===== src/rtl/t03_hwclk_pkg.sv =====
// Shared register map, CTRL bit positions and CTRL image type for the
// hardware-clock MMIO write side.
package t03_hwclk_pkg;

  localparam logic [3:0] OFF_CTRL = 4'h0;
  localparam logic [3:0] OFF_LOAD = 4'h4;
  localparam logic [3:0] OFF_CMP  = 4'h8;
  localparam logic [3:0] OFF_PRE  = 4'hC;

  localparam int CTRL_EN          = 0;
  localparam int CTRL_IRQ_EN      = 1;
  localparam int CTRL_AUTO_RELOAD = 2;
  localparam int CTRL_IRQ_CLR     = 3;

  // Stored CTRL state; irq_clear is a write-only strobe and never held here.
  typedef struct packed {
    logic auto_reload;
    logic irq_en;
    logic enable;
  } ctrl_t;

  function automatic ctrl_t ctrl_image(logic [2:0] w);
    ctrl_t c;
    c.enable      = w[CTRL_EN];
    c.irq_en      = w[CTRL_IRQ_EN];
    c.auto_reload = w[CTRL_AUTO_RELOAD];
    return c;
  endfunction

endpackage


===== src/rtl/t03_hwclk_prescaler.sv =====
// Prescale divider: emits one tick every (prescale+1) enabled cycles.
module t03_hwclk_prescaler
  import t03_hwclk_pkg::*;
#(
  parameter int PRESCALE_W = 16
) (
  input  logic                  clk,
  input  logic                  rst,
  input  logic                  enable,
  input  logic [PRESCALE_W-1:0] prescale,
  input  logic                  clear,
  output logic                  tick
);

  logic [PRESCALE_W-1:0] count;

  assign tick = enable && (count == prescale);

  // Count sits at 0 while disabled so re-enabling starts a full period.
  always_ff @(posedge clk) begin
    if (!rst) begin
      count <= '0;
    end else if (clear || !enable || tick) begin
      count <= '0;
    end else begin
      count <= count + 1'b1;
    end
  end

endmodule


===== src/rtl/t03_hardwareclk_mmio_wr.sv =====
// CPU write port of the hardware clock: register file, req/ack handshake,
// free-running 32-bit counter and compare-match interrupt.
module t03_hardwareclk_mmio_wr
  import t03_hwclk_pkg::*;
#(
  parameter int                    ADDR_W       = 4,
  parameter int                    PRESCALE_W   = 16,
  parameter logic [PRESCALE_W-1:0] RST_PRESCALE = '0
) (
  input  logic              clk,
  input  logic              rst,
  input  logic              cpu_wen,
  input  logic [ADDR_W-1:0] cpu_addr,
  input  logic [31:0]       cpu_wdata,
  output logic              ack,
  output logic              err,
  output logic [31:0]       new_counter,
  output logic              irq
);

  ctrl_t                 ctrl;
  logic [31:0]           load_val;
  logic [31:0]           cmp_val;
  logic [PRESCALE_W-1:0] pre_val;
  logic                  irq_pending;

  logic accept;
  logic unmapped;
  logic hit_ctrl, hit_load, hit_cmp, hit_pre;
  logic wr_ctrl, wr_load, wr_cmp, wr_pre;
  logic tick;
  logic match;

  // ack blocks re-acceptance of a request the CPU is still holding.
  assign accept = cpu_wen && !ack;

  // All four offsets are word aligned, so any address with [1:0]!=0 misses.
  always_comb begin
    hit_ctrl = 1'b0;
    hit_load = 1'b0;
    hit_cmp  = 1'b0;
    hit_pre  = 1'b0;
    case (cpu_addr)
      ADDR_W'(OFF_CTRL): hit_ctrl = 1'b1;
      ADDR_W'(OFF_LOAD): hit_load = 1'b1;
      ADDR_W'(OFF_CMP):  hit_cmp  = 1'b1;
      ADDR_W'(OFF_PRE):  hit_pre  = 1'b1;
      default: ;
    endcase
  end

  assign unmapped = !(hit_ctrl || hit_load || hit_cmp || hit_pre);
  assign wr_ctrl  = accept && hit_ctrl;
  assign wr_load  = accept && hit_load;
  assign wr_cmp   = accept && hit_cmp;
  assign wr_pre   = accept && hit_pre;

  t03_hwclk_prescaler #(
    .PRESCALE_W(PRESCALE_W)
  ) u_prescaler (
    .clk      (clk),
    .rst      (rst),
    .enable   (ctrl.enable),
    .prescale (pre_val),
    .clear    (wr_load || wr_pre),
    .tick     (tick)
  );

  always_ff @(posedge clk) begin
    if (!rst) begin
      ack      <= 1'b0;
      err      <= 1'b0;
      ctrl     <= '0;
      load_val <= '0;
      cmp_val  <= '1;
      pre_val  <= RST_PRESCALE;
    end else begin
      ack <= accept;
      err <= accept && unmapped;
      if (wr_ctrl) ctrl     <= ctrl_image(cpu_wdata[2:0]);
      if (wr_load) load_val <= cpu_wdata;
      if (wr_cmp)  cmp_val  <= cpu_wdata;
      if (wr_pre)  pre_val  <= cpu_wdata[PRESCALE_W-1:0];
    end
  end

  assign match = tick && (new_counter == cmp_val);

  // A LOAD write overrides the tick entirely, including its compare check;
  // a match set beats a simultaneous irq_clear.
  always_ff @(posedge clk) begin
    if (!rst) begin
      new_counter <= '0;
      irq_pending <= 1'b0;
    end else begin
      if (wr_load) begin
        new_counter <= cpu_wdata;
      end else if (tick) begin
        new_counter <= (match && ctrl.auto_reload) ? load_val : new_counter + 32'd1;
      end
      if (match && !wr_load) begin
        irq_pending <= 1'b1;
      end else if (wr_ctrl && cpu_wdata[CTRL_IRQ_CLR]) begin
        irq_pending <= 1'b0;
      end
    end
  end

  assign irq = irq_pending && ctrl.irq_en;

endmodule


===== config.mk =====
export PLATFORM = sky130hd
export DESIGN_NAME = t03_hardwareclk_mmio_wr
export DESIGN_NICKNAME = d
export VERILOG_FILES = /design/src/rtl/t03_hwclk_pkg.sv /design/src/rtl/t03_hwclk_prescaler.sv /design/src/rtl/t03_hardwareclk_mmio_wr.sv
export SDC_FILE = /design/constraint.sdc
export NUM_CORES = 1
export LEC_CHECK = 0
export CORE_UTILIZATION = 30
export CTS_CLUSTER_SIZE = 16
export DETAILED_ROUTE_END_ITERATION = 8
export PLACE_DENSITY = 0.6
export SYNTH_ARGS = -nofsm -noshare
export SYNTH_HDL_FRONTEND = slang
export SYNTH_HIERARCHICAL = 1
export SYNTH_SLANG_ARGS = --single-unit

===== constraint.sdc =====
create_clock -name clk -period 3.45 [get_ports clk]
set_clock_uncertainty 0.1 [all_clocks]
set_input_delay 0.69 -clock clk [delete_from_list [all_inputs] [get_ports clk]]
set_output_delay 0.69 -clock clk [all_outputs]
set_load 0.005 [all_outputs]

# Word level (Yosys, flattened, before mapping)
# Index checks and enable logic that the tools add are counted.
dict set report totals {
  ff_bits 134
  output_inout_bits 35
  elab_cells 54
}
dict set report op_classes {
  add_sub_neg 2
  eq_ne 5
  muxes 9
  bitwise_logic 1
  n_reduce_logical 26
}
# cell n
set ops {}
lappend ops {{two-way mux 32 bit} 3}
lappend ops {{adder 32 x 1 -> 32 bit (second input constant)} 1}
lappend ops {{== test 32 bit} 1}
lappend ops {{adder 16 x 1 -> 16 bit (second input constant)} 1}
lappend ops {{== test 16 bit} 1}
lappend ops {{logical AND 1 bit} 12}
lappend ops {{== test 4 bit (second input constant)} 2}
lappend ops {{logical OR 1 bit} 6}
lappend ops {{two-way mux 1 bit} 6}
lappend ops {{== test 4 x 3 -> 1 bit (second input constant)} 1}
lappend ops {{logical NOT 1 bit} 4}
lappend ops {{logical NOT 4 bit} 1}
lappend ops {{nonzero test 2 bit} 2}
lappend ops {{OR reduction 2 bit} 1}
lappend ops {{inverter 1 bit} 1}

# Logic depth before layout (Yosys ltp)
# Gate-level depths: netlist of run 1.
dict set report depth {
  ltp_word 7
  ltp_mapped 12
  mapped_depth_nobuf 10
}

# Hierarchy
# The synthesis of run 1 kept the hierarchy.
# module instances cells_per_inst area_each_um2
set modules_own_cells {}
lappend modules_own_cells {t03_hardwareclk_mmio_wr 1 745 5759.3}
lappend modules_own_cells {t03_hwclk_prescaler 1 100 872.1}

# Worst setup path before layout of run 1
# Ideal clock, no wire load.
dict set report synth_path {
  path_kind {flip-flop to flip-flop}
  from {register u_prescaler.count[10]}
  to {register new_counter[10]}
  setup_time_ps 117
  arrival_ps 2757
  required_ps 3233
  setup_slack_ps 475
  path_stages_with_launch 12
  n_path_buf 1
  synth_period_minus_slack_ps 2975
  cell_sequence {dfxtp_1 xor2_1 nor4_1 nand2_1 nor4_1 inv_1 nor4_4 and4_1 buf_6 nor2_1 a21o_1 a32o_1}
}
dict set report synth_between {
  elab_chain_cells 7
}
# element line
set synth_rtl {}
lappend synth_rtl {{start, declared} t03_hwclk_prescaler.sv:15} ;# logic [PRESCALE_W-1:0] count;
lappend synth_rtl {{start signal, assigned} t03_hwclk_prescaler.sv:26} ;# count <= count + 1'b1;
lappend synth_rtl {{== test 16 bit *} t03_hwclk_prescaler.sv:17} ;# assign tick = enable && (count == prescale);
lappend synth_rtl {{logical AND 1 bit *} t03_hwclk_prescaler.sv:17}
lappend synth_rtl {{named net tick} t03_hardwareclk_mmio_wr.sv:31} ;# logic tick;
lappend synth_rtl {{logical AND 1 bit} t03_hardwareclk_mmio_wr.sv:87} ;# assign match = tick && (new_counter == cmp_val);
lappend synth_rtl {{logical AND 1 bit} t03_hardwareclk_mmio_wr.sv:99} ;# new_counter <= (match && ctrl.auto_reload) ? load_val : new_counter + 32'd1;
lappend synth_rtl {{two-way mux 32 bit} t03_hardwareclk_mmio_wr.sv:99}
lappend synth_rtl {{two-way mux 32 bit} t03_hardwareclk_mmio_wr.sv:98} ;# end else if (tick) begin
lappend synth_rtl {{two-way mux 32 bit} t03_hardwareclk_mmio_wr.sv:96} ;# if (wr_load) begin
lappend synth_rtl {{end signal, assigned} t03_hardwareclk_mmio_wr.sv:97} ;# new_counter <= cpu_wdata;
lappend synth_rtl {{end signal, assigned} t03_hardwareclk_mmio_wr.sv:99}
lappend synth_rtl {{end, declared} t03_hardwareclk_mmio_wr.sv:17} ;# output logic [31:0] new_counter,
# The timed path passes the listed nets; every way through them passes the cells marked *. The select of a mux whose other input is x is not followed.
# A chain may end at the register's enable or synchronous reset.

# Worst setup path in the final report of run 1
dict set report layout_path {
  from {register u_prescaler.count[7]}
  to {register new_counter[19]}
}
# Same word-level chain as after synthesis.

==> results of run 1 <==
[power by group]
group / internal, W / leakage (nW) / switching [W]
combinational: 0.000131 / 1.60 / 0.000129
clock: 0.00113 / 0.284 / 0.000687
sequential: 0.00158 / 1.08 / 0.0000470
[layout by cell type, fill, tap and decap left out, drive strengths merged, types with 2 or more instances in the layout]
cell type      instances
buf                   33
xnor2                 41
o21a                   5
nand4                 23
a21boi                36
inv                   10
clkinvlp               2
nor2                  40
mux2                   4
mux2i                  7
a21oi                 39
and3                   6
ha                     2
clkbuf                22
xor2                  20
a32oi                  5
a31oi                  7
clkinv                 4
clkdlybuf4s50         72
nand2                207
a221oi                 2
nor3b                  2
a211oi                 6
o21ai                 40
nor4                   7
nand3                 68
nor3                  21
nand2b                 2
or2                    2
bufinv                 2
o221ai                 3
nor2b                 10
o31ai                  4
o41ai                  2
or3                    4
o211ai                 5
and2                   6
dfxtp                134
and4                   2
[metrics by stage]
| stage | instance area, um2 | util (%) | hold WS, ps | setup slack [ps] | power [W] |
|---|---|---|---|---|---|
| floorplan | 6630 | - | 336 | 475 | 0.00177 |
| global placement | 7730 | 35.5 | 347 | 166 | 0.00192 |
| detailed placement | 7730 | 35.5 | 355 | 151 | 0.00192 |
| CTS | 8320 | 38.2 | 363 | 259 | 0.00373 |
| global route | 8330 | 38.3 | 377 | 69.8 | 0.00385 |
| finish | 8330 | 38.3 | 360 | 286 | 0.00370 |
[worst min-delay path, stage by stage (launching register included)]
cell	delay [ps]
dfxtp_1	300
nand2_1	40
a21boi_0	60
[registers in the layout, summed over array words and instances (netlist names)]
name / flops
irq_pending: 1
cmp_val: 32
u_prescaler/count: 16
pre_val: 16
new_counter: 32
ctrl: 3
load_val: 32
err: 1
ack: 1
[cell type report]
| type | count | share of cell area [%] |
|---|---|---|
| Multi-Input combinational cell | 647 | 44.3 |
| Tap cell | 280 | 4.21 |
| Clock buffer | 22 | 5.82 |
| Sequential cell | 134 | 32.2 |
| Clock inverter | 8 | 1.19 |
| Inverter | 10 | 0.451 |
| Timing Repair Buffer | 105 | 11.8 |
[routing by layer]
layer  wire length (um)  GRT usage, %
met2               9360          29.3
met5                  0             0
met1               9880          26.8
met4                387          6.05
met3               1210          4.64
[logic make-up (layout without fill, tap and decap cells)]
logic type / count (synthesis) / after routing / share of synthesized area (%)
flops: 134 / 134 / 40.5
buf+inv: 64 / 145 / 4.25
compound gates: 167 / 167 / 16.6
fa+ha+maj: 2 / 2 / 0.377
mux: 11 / 11 / 1.74
simple gates: 406 / 406 / 28.5
xor+xnor: 61 / 61 / 8.06
[worst paths after layout]
check | from | to | slack, ps | cells past startpoint
min | load_val[26]$_SDFFE_PN0P_ | load_val[26]$_SDFFE_PN0P_ | 360 | 2
min reg2reg | load_val[26]$_SDFFE_PN0P_ | load_val[26]$_SDFFE_PN0P_ | 360 | 2
max reg2reg | u_prescaler/count[7]$_SDFF_PP0_ | new_counter[19]$_SDFFE_PN0P_ | 290 | 11
max | u_prescaler/count[7]$_SDFF_PP0_ | new_counter[19]$_SDFFE_PN0P_ | 290 | 11
==> flow_metrics.tcl, run 1 <==
set metrics [dict create \
    outcome "finished clean" \
    grt_pass1_vias 5784 \
    start_util_pct 30.5 \
    async_flop_share_pct 0 \
    fin_cells 1206 \
    drv_slew 0 \
    criticalPathCategory "flip-flop to flip-flop" \
    portBuffers 73 \
    crit_required_ps 3690 \
    cts_tree "yes" \
    startpoint_type "flip-flop" \
    crit_path_end_kind "flip-flop" \
    p_leak_nw 2.97 \
    synth_area_leaders "dfxtp_1 40%, nand2_1 12%, xnor2_1 5.4%" \
    wl_um 20800 \
    clk_latency_ps 420 \
    root_buffer "clkbuf_16" \
    clock.fmax_mhz 316 \
    hold_path.class "flip-flop to flip-flop" \
    drive_gt1_share_pct 8.75 \
    fin_nets 956 \
    drt_iter0_drc 483 \
    ctsResizeCount 0 \
    synth_top_area_share_pct 40.5 \
    post_cts_buffers 0 \
    crit_slowest_cell "nor4_4" \
    slew_headroom_pct 41.2 \
    n_antenna_cell 0 \
    cp_common_cell "nor4_4" \
    powerDensity_nw_per_um2 445 \
    synth_edf_count 0 \
    setup_tns_ps 0 \
    multi_input_area_um2 3690 \
    syn_nets 886 \
    wire_per_inst_um 17.3 \
    grtUsageTotal_pct 19.3 \
    cts_max_path_buffers 2 \
    ys_warn_count 6 \
    yosysSeqAreaShare_pct 40.5 \
    cts_made_buffers 17 \
    yosys_register_bits 134 \
    dieArea_um2 22700 \
    dr_total_vias 6215 \
    finalCritPeriodShare_pct 91.7 \
    fin_crit_ps 3160 \
    cts_hold_buf 0 \
    core_region_area_um2 21800 \
    vias_per_cell 5.15 \
    grt_pass1_wl_um 32900 \
    synth_cells 845 \
    avgSynthCellArea_um2 7.85 \
    antenna_found_initial 0 \
    rsz0062_at_grt "false" \
    antenna_left 0 \
    dieWidth_um 151 \
    slowest_delay_ps 390 \
    tightest_slew_ps 880 \
    syn_area_um2 6630 \
    yosysMostFrequentCell "nand2_1" \
    ys.flop_type "dfxtp_1" \
    dp.cells 1176 \
    io_pins 74 \
    setup_viol 0 \
    drc_errors 0 \
    htree_levels 4 \
    cp_num_buf_inv 2 \
    dpl.hpwl_um 14900 \
    clkSinkCount 134 \
    overflow 0 \
    grt_max_degree 59 \
    worst-path-max-fanout 11 \
    fill_cells 2246 \
    area_delta_synth_final_pct 25.5 \
    dr.pass1.iters 5 \
    cap_violations 0 \
    die_h_um 151 \
    yosys.cell_types.count 69 \
    synth_top_cells_by_count "207 x nand2_1, 134 x dfxtp_1, 68 x nand3_1" \
    crit_arrival_ps 3400 \
    path_cells "xor2_1, nor4_1, nand2_1, nor4_4, inv_1, nor4_4, and4_1, buf_4, a32oi_1, o21a_1, a211oi_1" \
    area.sequential_um2 2680 \
    synth_area_leader_cell "dfxtp_1" \
    clk_pin_slew_ps 60 \
    hold_viol_final 0 \
    fp-row-count 54 \
    critPathTopFamily "simple AND/OR/NAND/NOR gates" \
    ir_drop_mv 0.271 \
    gp_congestion 0.848 \
]
Note: power is estimated with default switching activity, not from simulation.
==> inputs of run 2 (changes only) <==
--- a/config.mk
+++ b/config.mk
@@ -8,7 +8,8 @@
 export CORE_UTILIZATION = 30
 export CTS_CLUSTER_SIZE = 16
 export DETAILED_ROUTE_END_ITERATION = 8
-export PLACE_DENSITY = 0.6
+export DONT_BUFFER_PORTS = 1
+export PLACE_DENSITY = 0.56
 export SYNTH_ARGS = -nofsm -noshare
 export SYNTH_HDL_FRONTEND = slang
 export SYNTH_HIERARCHICAL = 1
==> flow_metrics.tcl, run 2 (synthesized netlist as in run 1, its figures left out) <==
set metrics [dict create \
    outcome "finished clean" \
    min_delay_path_depth 1 \
    setup_tns_ps 0 \
    fin_crit_ps 3230 \
    layout_common_cells "207 x nand2_1, 134 x dfxtp_1, 68 x nand3_1, 41 x xnor2_1, 40 x o21ai_0" \
    htree_levels 4 \
    clk_latency_ps 420 \
    grt_pass1_vias 5549 \
    overflow 0 \
    clkSinkCount 134 \
    worst_r2r_endpoint "new_counter[19]$_SDFFE_PN0P_" \
    dieWidth_um 151 \
    drt_iter0_drc 411 \
    antenna_found_initial 0 \
    rsz0062_at_grt "false" \
    dr_total_vias 5892 \
    cp_num_buf_inv 2 \
    fill_cells 2313 \
    vias_per_cell 5.23 \
    fin_nets 876 \
    hold_viol_final 0 \
    clk_pin_slew_ps 60 \
    worst-path-max-fanout 16 \
    drc_errors 0 \
    r2r_start "u_prescaler/count[7]$_SDFF_PP0_" \
    area_delta_synth_final_pct 13.1 \
    slowest_delay_ps 420 \
    dr.pass1.iters 5 \
    fin_ws_ps 223 \
    die_h_um 151 \
    core_region_area_um2 21800 \
    antenna_left 0 \
    final_common_cell "nand2_1" \
    fp-row-count 54 \
    cts_max_path_buffers 2 \
    dieArea_um2 22700 \
    wl_um 20700 \
    p_leak_nw 2.65 \
    crit_arrival_ps 3460 \
    gr-usage-met1_pct 25.0 \
    drive_gt1_share_pct 8.03 \
    powerDensity_nw_per_um2 462 \
    totalPowerFinal_w 0.00347 \
    clock.fmax_mhz 310 \
    ir_drop_mv 0.272 \
    root_buffer "clkbuf_16" \
    finalCritPeriodShare_pct 93.5 \
    r2r_cells 11 \
    gp_congestion 0.850 \
    cts_hold_buf 0 \
    hold_start "rst" \
    top_usage_layer "met2" \
    criticalPathCategory "flip-flop to flip-flop" \
    startpoint_type "flip-flop" \
    tightest_slew_ps 937 \
    crit_required_ps 3680 \
    ctsResizeCount 0 \
    cts_tree "yes" \
    post_cts_buffers 0 \
    portBuffers 0 \
    dpl.hpwl_um 14300 \
    globalRouteMet2Util_pct 29.4 \
    drv_slew 0 \
    io_pins 74 \
    largestRegisters "cmp_val (32), load_val (32), new_counter (32)" \
    path_cells "xor2_1, nor4_1, nand2_1, nor4_2, inv_1, nor4_4, and4_1, buf_4, a32oi_1, o21a_1, a211oi_1" \
    grtUsageTotal_pct 18.9 \
    hold_path.class "input port to flip-flop" \
    grt_pass1_wl_um 32200 \
    cts_made_buffers 17 \
    n_antenna_cell 0 \
    critPathTopFamily "simple AND/OR/NAND/NOR gates" \
    whs_endpoint "cmp_val[4]$_SDFFE_PN1P_" \
    crit_slowest_cell "nor4_2" \
    slew_headroom_pct 37.3 \
    cap_violations 0 \
    rrSetupSlack_ps 220 \
    wire_per_inst_um 18.4 \
    start_util_pct 30.5 \
    grt_use_met3_pct 5.67 \
    crit_path_end_kind "flip-flop" \
    grt_max_degree 114 \
    dp_slack_ps 217 \
    setup_viol 0 \
]
run 2: metrics by stage:
| step | hold slack [ps] | utilization, % | cells | instance area (um2) |
|---|---|---|---|---|
| floorplan | 336 | - | 845 | 6630 |
| global placement | 351 | 32.0 | 1096 | 6950 |
| detailed placement | 354 | 32.0 | 1096 | 6950 |
| CTS | 256 | 34.4 | 1127 | 7490 |
| global route | 265 | 34.5 | 1127 | 7500 |
| finish | 290 | 34.5 | 1127 | 7500 |
run 2: layer usage:
| layer | share of wire [%] | vias to the layer above |
|---|---|---|
| li1 | - | 2910 |
| met2 | 45 | 176 |
| met4 | 1.6 | 0 |
| met1 | 45 | 2784 |
| met5 | 0 | - |
| met3 | 8.4 | 22 |
run 2: layout make-up:
class / instances / area (um2) / share of cell area, %
inverters: 10 / 37.5 / 0.501
flip-flops and latches: 134 / 2680 / 35.8
multi-input cells: 647 / 3690 / 49.2
clock inverters: 4 / 45.0 / 0.601
well taps: 280 / 350 / 4.67
clock buffers: 27 / 493 / 6.57
repair buffers: 25 / 200 / 2.67
run 2: how the worst max path moves through the flow:
stage | depth (start not counted) | startpoint | end | slack, ps
floorplan | 11 | u_prescaler/count[10]$_SDFF_PP0_ | new_counter[10]$_SDFFE_PN0P_ | 480
global placement | 10 | u_prescaler/count[10]$_SDFF_PP0_ | new_counter[2]$_SDFFE_PN0P_ | 300
detailed placement | 11 | u_prescaler/count[7]$_SDFF_PP0_ | new_counter[6]$_SDFFE_PN0P_ | 220
CTS | 11 | u_prescaler/count[7]$_SDFF_PP0_ | new_counter[6]$_SDFFE_PN0P_ | 190
global route | 11 | u_prescaler/count[7]$_SDFF_PP0_ | new_counter[18]$_SDFFE_PN0P_ | 1
finish | 11 | u_prescaler/count[7]$_SDFF_PP0_ | new_counter[19]$_SDFFE_PN0P_ | 220
run 2: power by group:
| group | internal, W | switching, W | leakage [nW] |
|---|---|---|---|
| clock network | 0.00104 | 0.000659 | 0.265 |
| registers | 0.00158 | 0.0000441 | 1.08 |
| logic | 0.0000654 | 0.0000755 | 1.30 |
run 2: worst register-to-register path, stage by stage (launching register included):
cell	delay, ps
dfxtp_1	350
xor2_1	180
nor4_1	280
nand2_1	160
nor4_2	420
inv_1	160
nor4_4	420
and4_1	310
buf_4	240
a32oi_1	140
o21a_1	180
a211oi_1	200
==> inputs of run 3 (changes only) <==
==> constraint.sdc (replaced) <==
create_clock -name clk -period 3.3 [get_ports clk]
set_clock_uncertainty 0.1 [all_clocks]
set_input_delay 0.66 -clock clk [delete_from_list [all_inputs] [get_ports clk]]
set_output_delay 0.66 -clock clk [all_outputs]
set_load 0.005 [all_outputs]
==> flow_metrics.tcl, run 3 (synthesized netlist as in run 1, its figures left out) <==
set metrics [dict create \
    outcome "finished clean" \
    dieArea_um2 22700 \
    rrSetupSlack_ps 240 \
    multi_input_area_um2 3690 \
    wl_met3_um 1580 \
    fin_crit_ps 3060 \
    fill_cells 2282 \
    drive_gt1_share_pct 8.75 \
    tightest_slew_ps 953 \
    p_leak_nw 2.69 \
    dieWidth_um 151 \
    clkSinkCount 134 \
    setup_viol 0 \
    critPathTopFamily "simple AND/OR/NAND/NOR gates" \
    gp_congestion 0.853 \
    crit_slowest_cell "nor4_4" \
    cts_made_buffers 17 \
    antenna_found_initial 0 \
    fp-row-count 54 \
    fin_nets 874 \
    clock.fmax_mhz 326 \
    area_delta_synth_final_pct 14.6 \
    path_cells "xor2_1, nor4_1, nand2_1, nor4_4, inv_1, nor4_4, and4_1, buf_4, a32oi_1, o21a_1, a211oi_1" \
    portBuffers 0 \
    cp_common_cell "nor4_4" \
    drv_slew 0 \
    grtUsageTotal_pct 19.0 \
    root_buffer "clkbuf_16" \
    crit_required_ps 3540 \
    drc_errors 0 \
    area.sequential_um2 2680 \
    wl_um 20700 \
    highest_layer "met4" \
    dr.pass1.iters 5 \
    grt_max_degree 114 \
    cts_hold_buf 0 \
    cap_violations 0 \
    rsz0062_at_grt "false" \
    io_pins 74 \
    final_core_util_pct 34.9 \
    setup_tns_ps 0 \
    start_util_pct 30.5 \
    clk_pin_slew_ps 60 \
    dr_total_vias 5938 \
    die_h_um 151 \
    wire_per_inst_um 18.4 \
    hold_viol_final 0 \
    vias_per_cell 5.27 \
    overflow 0 \
    n_antenna_cell 0 \
    startpoint_type "flip-flop" \
    slowest_delay_ps 350 \
    core_region_area_um2 21800 \
    layout_common_cells "207 x nand2_1, 134 x dfxtp_1, 68 x nand3_1, 41 x xnor2_1, 40 x o21ai_0" \
    cp_num_buf_inv 2 \
    worst-path-max-fanout 17 \
    dpl.hpwl_um 14400 \
    criticalPathCategory "flip-flop to flip-flop" \
    cts_max_path_buffers 2 \
    hold_path.class "input port to flip-flop" \
    clk_latency_ps 420 \
    slew_headroom_pct 36.2 \
    grt_pass1_vias 5389 \
    htree_levels 4 \
    largestRegisters "cmp_val (32), load_val (32), new_counter (32)" \
    drt-met1-wl_um 9440 \
    final_common_cell "nand2_1" \
    wl_met2_um 9450 \
    grt_pass1_wl_um 32100 \
    cts_tree "yes" \
    ir_drop_mv 0.309 \
    crit_path_end_kind "flip-flop" \
    crit_arrival_ps 3300 \
    finalCritPeriodShare_pct 92.8 \
    drt_iter0_drc 407 \
    powerDensity_nw_per_um2 517 \
    antenna_left 0 \
]
## run 3: path summary, 6_finish.rpt
| kind | cells after the start | endpoint | startpoint |
|---|---|---|---|
| max | 11 | new_counter[19]$_SDFFE_PN0P_ | u_prescaler/count[7]$_SDFF_PP0_ |
| min | 2 | cmp_val[27]$_SDFFE_PN1P_ | cpu_wdata[27] |
| max reg2reg | 11 | new_counter[19]$_SDFFE_PN0P_ | u_prescaler/count[7]$_SDFF_PP0_ |
| min reg2reg | 2 | irq_pending$_SDFFE_PN0P_ | irq_pending$_SDFFE_PN0P_ |
## run 3: cell type report
class | instances | share of cell area [%]
Multi-Input combinational cell | 647 | 48.6
Timing Repair Buffer | 23 | 2.44
Clock inverter | 11 | 2.26
Inverter | 10 | 0.494
Sequential cell | 134 | 35.3
Clock buffer | 21 | 6.32
Tap cell | 280 | 4.61
## run 3: repair_timing
action,in CTS,in global routing
resized for setup,0,1
buffers inserted,0,1
endpoints found under the setup margin,0,2
## run 3: stage by stage
stage | setup slack [ps] | area [um2] | hold slack [ps] | std cells | total power [W]
after floorplan | 325 | 6630 | 336 | 845 | 0.00185
after global placement | 219 | 6930 | 352 | 1093 | 0.00188
after detailed placement | 217 | 6930 | 357 | 1093 | 0.00188
after CTS | 174 | 7580 | 208 | 1125 | 0.00397
after global routing | 6.55 | 7600 | 239 | 1126 | 0.00406
final | 237 | 7600 | 257 | 1126 | 0.00393
## run 3: where the power goes
part,leakage [nW],switching [W],internal (W)
clock network,0.315,0.000740,0.00135
registers,1.08,0.0000523,0.00165
logic,1.29,0.0000741,0.0000658
## run 3: per-layer routing
metal  vias to the layer above  global-route usage [%]
met3                        18                    5.48
met2                       176                    29.7
met4                         0                    5.40
li1                       2908                       -
met5                         -                       0
met1                      2836                    25.2
## run 3: worst reg2reg max path, delay by kind of cell, from the launching register on
kind            cells  cell delay [ps]
compound gates      3              510
xor+xnor            1              180
buf+inv             2              400
flops               1              340
simple gates        5             1470
